File: src/rtl/reg_file_2r1w_if.sv
// Bus bundle for the 2-read/1-write register file: write port, two read ports, debug counter.
// The master drives addresses and write data; the slave (register file) returns read data.
interface reg_file_2r1w_if #(
    parameter int DATA_WIDTH = 32,
    parameter int ADDR_WIDTH = 5
);
    logic                  wr_en;
    logic [ADDR_WIDTH-1:0] wr_addr;
    logic [DATA_WIDTH-1:0] wr_data;
    logic [ADDR_WIDTH-1:0] rd_addr1;
    logic [ADDR_WIDTH-1:0] rd_addr2;
    logic [DATA_WIDTH-1:0] rd_data1;
    logic [DATA_WIDTH-1:0] rd_data2;
    logic [7:0]            wr_count;

    modport master (
        output wr_en, wr_addr, wr_data, rd_addr1, rd_addr2,
        input  rd_data1, rd_data2, wr_count
    );

    modport slave (
        input  wr_en, wr_addr, wr_data, rd_addr1, rd_addr2,
        output rd_data1, rd_data2, wr_count
    );
endinterface

File: src/rtl/reg_file_2r1w.sv
// 32x32 register file, two combinational read ports with write-through bypass,
// r0 hardwired to zero, saturating debug count of committed writes.
module reg_file_2r1w_rd #(
    parameter int DATA_WIDTH = 32,
    parameter int ADDR_WIDTH = 5
) (
    input  logic                                       i_reset,
    input  logic                                       i_wr_en,
    input  logic [ADDR_WIDTH-1:0]                      i_wr_addr,
    input  logic [DATA_WIDTH-1:0]                      i_wr_data,
    input  logic [ADDR_WIDTH-1:0]                      i_rd_addr,
    input  logic [(2**ADDR_WIDTH)-1:0][DATA_WIDTH-1:0] i_regs,
    output logic [DATA_WIDTH-1:0]                      o_rd_data
);
    // Index 0 and reset force zero before any bypass is considered.
    always_comb begin
        o_rd_data = '0;
        if (!i_reset && (i_rd_addr != '0)) begin
            if (i_wr_en && (i_wr_addr == i_rd_addr))
                o_rd_data = i_wr_data;
            else
                o_rd_data = i_regs[i_rd_addr];
        end
    end
endmodule

module reg_file_2r1w #(
    parameter int DATA_WIDTH = 32,
    parameter int ADDR_WIDTH = 5
) (
    input  logic              clk,
    input  logic              reset,
    reg_file_2r1w_if.slave    bus
);
    localparam int NREG  = 2**ADDR_WIDTH;
    localparam int NRD   = 2;

    logic [NREG-1:0][DATA_WIDTH-1:0] r_regs;
    logic [7:0]                      r_wr_count;
    logic                            w_commit;
    logic [NRD-1:0][ADDR_WIDTH-1:0]  w_rd_addr;
    logic [NRD-1:0][DATA_WIDTH-1:0]  w_rd_data;

    assign w_commit = bus.wr_en && (bus.wr_addr != '0);

    // r_regs[0] is only ever written by reset, so it stays zero.
    always_ff @(posedge clk or posedge reset) begin
        if (reset) begin
            r_regs     <= '0;
            r_wr_count <= '0;
        end else if (w_commit) begin
            r_regs[bus.wr_addr] <= bus.wr_data;
            if (r_wr_count != 8'hFF)
                r_wr_count <= r_wr_count + 8'd1;
        end
    end

    assign w_rd_addr[0] = bus.rd_addr1;
    assign w_rd_addr[1] = bus.rd_addr2;

    for (genvar g = 0; g < NRD; g++) begin : g_rd
        reg_file_2r1w_rd #(
            .DATA_WIDTH (DATA_WIDTH),
            .ADDR_WIDTH (ADDR_WIDTH)
        ) u_rd (
            .i_reset   (reset),
            .i_wr_en   (bus.wr_en),
            .i_wr_addr (bus.wr_addr),
            .i_wr_data (bus.wr_data),
            .i_rd_addr (w_rd_addr[g]),
            .i_regs    (r_regs),
            .o_rd_data (w_rd_data[g])
        );
    end

    assign bus.rd_data1 = w_rd_data[0];
    assign bus.rd_data2 = w_rd_data[1];
    assign bus.wr_count = r_wr_count;
endmodule
File: src/flat_wrapper.sv
// flat-port wrapper written by rule: the top's interface ports become plain ports
module reg_file_2r1w_flat 
#(
    parameter int DATA_WIDTH = 32,
    parameter int ADDR_WIDTH = 5
)
  (clk, reset, bus_wr_en, bus_wr_addr, bus_wr_data, bus_rd_addr1, bus_rd_addr2, bus_rd_data1, bus_rd_data2, bus_wr_count);
  reg_file_2r1w_if #(.DATA_WIDTH(DATA_WIDTH), .ADDR_WIDTH(ADDR_WIDTH)) bus_i ();
  input  logic clk;
  input  logic reset;
  input wire logic [$bits(bus_i.wr_en)-1:0] bus_wr_en;
  input wire logic [$bits(bus_i.wr_addr)-1:0] bus_wr_addr;
  input wire logic [$bits(bus_i.wr_data)-1:0] bus_wr_data;
  input wire logic [$bits(bus_i.rd_addr1)-1:0] bus_rd_addr1;
  input wire logic [$bits(bus_i.rd_addr2)-1:0] bus_rd_addr2;
  output wire logic [$bits(bus_i.rd_data1)-1:0] bus_rd_data1;
  output wire logic [$bits(bus_i.rd_data2)-1:0] bus_rd_data2;
  output wire logic [$bits(bus_i.wr_count)-1:0] bus_wr_count;
  assign bus_i.wr_en = bus_wr_en;
  assign bus_i.wr_addr = bus_wr_addr;
  assign bus_i.wr_data = bus_wr_data;
  assign bus_i.rd_addr1 = bus_rd_addr1;
  assign bus_i.rd_addr2 = bus_rd_addr2;
  assign bus_rd_data1 = bus_i.rd_data1;
  assign bus_rd_data2 = bus_i.rd_data2;
  assign bus_wr_count = bus_i.wr_count;
  reg_file_2r1w #(.DATA_WIDTH(DATA_WIDTH), .ADDR_WIDTH(ADDR_WIDTH)) u_core (.clk(clk), .reset(reset), .bus(bus_i));
endmodule
File: config.mk
export PLATFORM = sky130hd
export DESIGN_NAME = reg_file_2r1w_flat
export DESIGN_NICKNAME = d
export VERILOG_FILES = /design/src/rtl/reg_file_2r1w_if.sv /design/src/rtl/reg_file_2r1w.sv /design/src/flat_wrapper.sv
export SDC_FILE = /design/constraint.sdc
export NUM_CORES = 2
export LEC_CHECK = 0
export BUFFER_PORTS_ARGS = -buffer_cell sky130_fd_sc_hd__buf_4
export CAP_MARGIN = 15
export CORE_AREA = 2 2 284 567
export DETAILED_ROUTE_END_ITERATION = 6
export DIE_AREA = 0 0 286 569
export HOLD_SLACK_MARGIN = 0.08
export PLACE_DENSITY = 0.59
export SYNTH_ARGS = -nofsm -noshare
export SYNTH_HDL_FRONTEND = slang
export SYNTH_SLANG_ARGS = --single-unit
export TNS_END_PERCENT = 10
File: constraint.sdc
create_clock -name clk -period 45.5 [get_ports clk]
set_input_delay 4.55 -clock clk [delete_from_list [all_inputs] [get_ports clk]]
set_output_delay 4.55 -clock clk [all_outputs]
set_load 0.02 [all_outputs]
Word level (Yosys, flattened, before mapping) --
Cells that the tools add are included.
Operators by class: eq/ne operators 3, muxes and demuxes 11, reductions and logical operators 11, magnitude comparators 4, add/sub/neg operators 1
Operator list (number):
- 1024-bit bitwise mux | 1
- 32-bit binary-select mux with 5-bit select | 2
- 32-bit 2-to-1 mux | 7
- 32-bit demux with 5-bit select | 1
- 5-bit by 6-bit less-than comparator with 1-bit output (second input constant) | 3
- 5-bit nonzero test | 3
- 5-bit == test | 2
- 8-bit by 1-bit adder with 8-bit output (second input constant) | 1
- 8-bit != test (second input constant) | 1
- 1-bit logical AND | 6
- 5-bit by 1-bit greater-or-equal comparator with 1-bit output (second input constant) | 1
- 2-bit AND reduction | 1
- 1-bit logical NOT | 1
Storage, ports and cells: input port bits 50, output and inout bits 72, bits in registers 1032, logic and storage cells 63

Logic depth before layout (Yosys ltp) --
depth in word-level cells 5, mapped depth 9, gate-level depth less buffers 5

Cells and area by module --
From an unflattened synthesis, not the netlist that was laid out.
Unflattened totals: cell total of the unflattened synthesis 3948, area, all modules 55941.2 µm²
Modules (own cells, without submodules):
- reg_file_2r1w | cells each 2334, times used 1, area each 38549.5 µm²
- reg_file_2r1w_rd | cells each 807, times used 2, area each 8695.8 µm²

Worst setup path before layout --
No wires, ideal clock.
kind input-to-output, start input port reset, end output port bus_rd_data1[10], cell stages on the path 5, path slack 10651 ps, path buffers 1, arrival 30299 ps, data required time 40950 ps, cells stage by stage inv_1 -> o311ai_2 -> buf_2 -> a21oi_1 -> a211o_1
Between the ends: word-level cells in the longest chain between the ends 3
Ends and longest elaborated chain:
- from (decl) | line flat_wrapper.sv:10 | input logic reset;
- 1-bit logical NOT (no source line)
- 1-bit logical AND | line reg_file_2r1w.sv:18 | if (!i_reset && (i_rd_addr != '0)) begin
- 32-bit 2-to-1 mux | line reg_file_2r1w.sv:18
- to (decl) | line flat_wrapper.sv:16 | output wire logic [$bits(bus_i.rd_data1)-1:0] bus_rd_data1;
No other way between the ends.

Worst setup path after layout --
start input port bus_rd_addr2[0], end output port bus_rd_data2[24]
Between the ends: word-level cells in the longest chain between the ends 4, elaborated cells on any way between the ends 8
Ends and longest elaborated chain:
- from (decl) | line flat_wrapper.sv:15 | input wire logic [$bits(bus_i.rd_addr2)-1:0] bus_rd_addr2;
- 32-bit binary-select mux with 5-bit select / 5-bit == test (equally long branches) | line reg_file_2r1w.sv:22, reg_file_2r1w.sv:19
- 32-bit 2-to-1 mux (implied by the code) / 1-bit logical AND (equally long branches) | line reg_file_2r1w.sv:22, reg_file_2r1w.sv:19
- 32-bit 2-to-1 mux | line reg_file_2r1w.sv:19 | if (i_wr_en && (i_wr_addr == i_rd_addr))
- 32-bit 2-to-1 mux * | line reg_file_2r1w.sv:18
- to (decl) | line flat_wrapper.sv:17 | output wire logic [$bits(bus_i.rd_data2)-1:0] bus_rd_data2;
Mark *: on every way between the ends. The rest lies on a longest branch, timed or not. The select of a mux whose other input is x is not followed.

==> reports/qor.csv <==
metric;value;unit
cp_common_cell;buf_4;
path_buf_inv;5;
pwr-share-seq;45.9;%
drv_cap;0;
grt_pass1_vias;37400;
die_y;569;um
finalCriticalPeriod;13630;ps
maxSlewViolCount;0;
max_freq;0.0734;GHz
drc_errors;0;
fin_skew;0.680;ps
path_delay_family;buffers and inverters;
worstHoldStart;u_core.r_regs[5];
vias;36000;
area_delta_synth_final;11.0;%
cts_tree;built;
yosys_most_used_dff;dfrtp_1;
cts_resized;0;
ios;122;
ctsRootBufferMaster;clkbuf_16;
synthAdderAreaFrac;0.0227;%
seq_area_frac_synth;46.9;%
grt_max_degree;183;
die_area;163000;um2
rsz0062_at_grt;no;
insertion_delay;670;ps
leakagePower;0.0264;uW
synth_compound_area_share;7.18;%
status;complete, no violations;
arrival;9080;ps
syn-instance-count;3802;
switching_share;28.2;%
async_flop_share;100;%
p_per_area;43.5;nW/um2
crit_chain;buf_8 -> buf_4 -> buf_12 -> nand3b_1 -> buf_4 -> o221ai_1 -> a21oi_1 -> a21oi_1 -> a22o_1 -> buf_4;
fillerInstances;14700;
synth-simple-area-share;1.06;%
synth_fp_nets;3853;
hpwl;99.8;mm
drive_gt1_share;47.7;%
drt_iter0_drc;3329;
endpoint_kind;output pin;
crit_required;40950;ps
ctsHoldBuffers;0;
rrSetupSlack;43690;ps
synth_xor_area_share;0.254;%
max_slew_margin;16.2;%
overflow;0;
ff2ff_path_depth;5;
rows;207;
whs_path_depth;0;
final_cell_mix;dfrtp_1, mux2_2, mux4_2;
timing.final.hold_violations;0;
synth-seq-cells;1032;
p_int;1910;uW
ys_warn_count;0;
clock_path_buffers;3;
place_congestion;0.796;
io_buffer_count;121;
vias_per_cell;6.15;
synth_edf_count;0;
cts_buffers;103;
floorplan.initialDensity;34.8;%
hp-class;reg2reg;
cpMaxStageDelayCell;nand3b_1;
wl;184;mm
syn_area_per_cell;14.5;um2
switchingPower;750;uW
crit_path_start_kind;input pin;
fin_crit_sh;29.9;%
setup_viol;0;
coreArea;159000;um2
clkSinkCount;1032;
antenna_found_initial;8;
antenna_left;0;
tns;0;ps
wl_per_cell;31.4;um
cpPeakStageDelay;1020;ps
grt_util_all_layers;22.3;%
tightest_slew;1250;ps
post_cts_buffers;0;
clkPwrFrac;33.8;%
drt_pass1_iterations;5;
holdPathEnd;u_core.r_regs[5];
clkTransAtPathRegs;60;ps
ir_drop;34.5;uV
final_common_cell;dfrtp_1;
p_comb_share;20.2;%
h-tree-depth;3;
die_x;286;um
r2r_end;u_core.bus.wr_count[4];
path_class;in2out;
final_util;38.6;%
synth.cell_area;55100;um2
reg2reg_from;u_core.bus.wr_count[2];
fin_nets;3723;
grt_pass1_wl;265;mm
synth_top_family_by_area;multiplexers;
worstPathMaxFanout;90;
synth.area.mux_share;40.9;%
synth.distinct_cells;52;
[how the worst max path moves through the flow]
| stage | startpoint | cells after the start | to | slack (ps) |
|---|---|---|---|---|
| 2_1_floorplan | reset | 5 | bus_rd_data1[10] | 10650 |
| 3_3_place_gp | bus_rd_addr2[0] | 10 | bus_rd_data2[23] | 31830 |
| 3_5_place_dp | bus_rd_addr2[0] | 10 | bus_rd_data2[23] | 31830 |
| 4_1_cts | bus_rd_addr2[0] | 10 | bus_rd_data2[23] | 31810 |
| 5_1_grt | bus_rd_addr2[0] | 10 | bus_rd_data2[15] | 31610 |
| 6_report | bus_rd_addr2[0] | 10 | bus_rd_data2[24] | 31870 |
[synthesized netlist by cell type (5+ instances only)]
library cell  instances  area share (%)
a211o_1              32            0.51
a211oi_1             31            0.42
a21oi_1             121             1.1
a221oi_1             71             1.1
a22o_1               32            0.51
a22oi_1             161             2.2
and2_1                5           0.057
buf_1                26            0.18
buf_2               154             1.4
buf_4                28            0.38
buf_6                 7            0.14
clkbuf_1            223             1.5
dfrtp_1            1032              47
mux2_2              992              20
mux2i_1             276             5.0
mux4_2              382              16
nand2_1              46            0.31
nand3_1               6           0.055
nand4_1               6           0.068
nor2_1               20            0.14
nor2b_1               7           0.080
o21ai_0               7           0.064
o21bai_1             32            0.44
o221ai_1             24            0.38
o22ai_1              24            0.27
xnor2_1              13            0.21
[metrics by stage]
| step | std cells | hold slack (ps) | area, um2 | total power, uW | setup slack, ps |
|---|---|---|---|---|---|
| after detailed placement | 5657 | 383 | 57600 | 1770 | 31830 |
| after floorplan | 3802 | 441 | 55100 | 1620 | 10650 |
| final | 5851 | 395 | 61100 | 2660 | 31870 |
| after CTS | 5848 | 396 | 61100 | 2670 | 31810 |
| after global placement | 5657 | 377 | 57600 | 1740 | 31830 |
| after global routing | 5849 | 407 | 61100 | 2770 | 31610 |
[power by group through the flow]
stage	Clock (uW)	Sequential, uW	Combinational, uW
after floorplan	0	1200	418
after global placement	0	1210	526
after detailed placement	0	1230	538
after CTS	918	1220	540
after global routing	955	1240	575
final	900	1220	538
[cell type report]
type                    count  area [um2]  share of cell area (%)
multi-input cells        2327       27500                    45.0
flip-flops and latches   1032       25800                    42.2
clock buffers             160        3080                    5.04
well taps                2090        2620                    4.28
repair buffers            204        1620                    2.66
clock inverters            31         478                   0.782
inverters                   4        22.5                  0.0368
diodes                      3        7.51                  0.0123
[routing by layer]
metal  share of wire [%]  routed length [um]  GRT usage [%]
met3                 7.2               13300           4.67
met4                 5.0                9170           10.4
met5               0.038                  69              0
met1                  41               74800           29.1
met2                  47               86300           35.4
[sequential cells by signal (all words and copies together) (netlist names)]
signal and cells:
u_core.bus.wr_count 8, u_core.r_regs 1024
[cells by family after synthesis]
kind of cell | after synthesis
DFF | 1032
and+or+nand+nor | 115
adders and majority gates | 1
muxes | 1651
AOI/OAI and AO/OA | 544
xor gates and xnor gates | 16
buffers and inverters | 443
No activity file was read; power rests on OpenSTA's default activity.
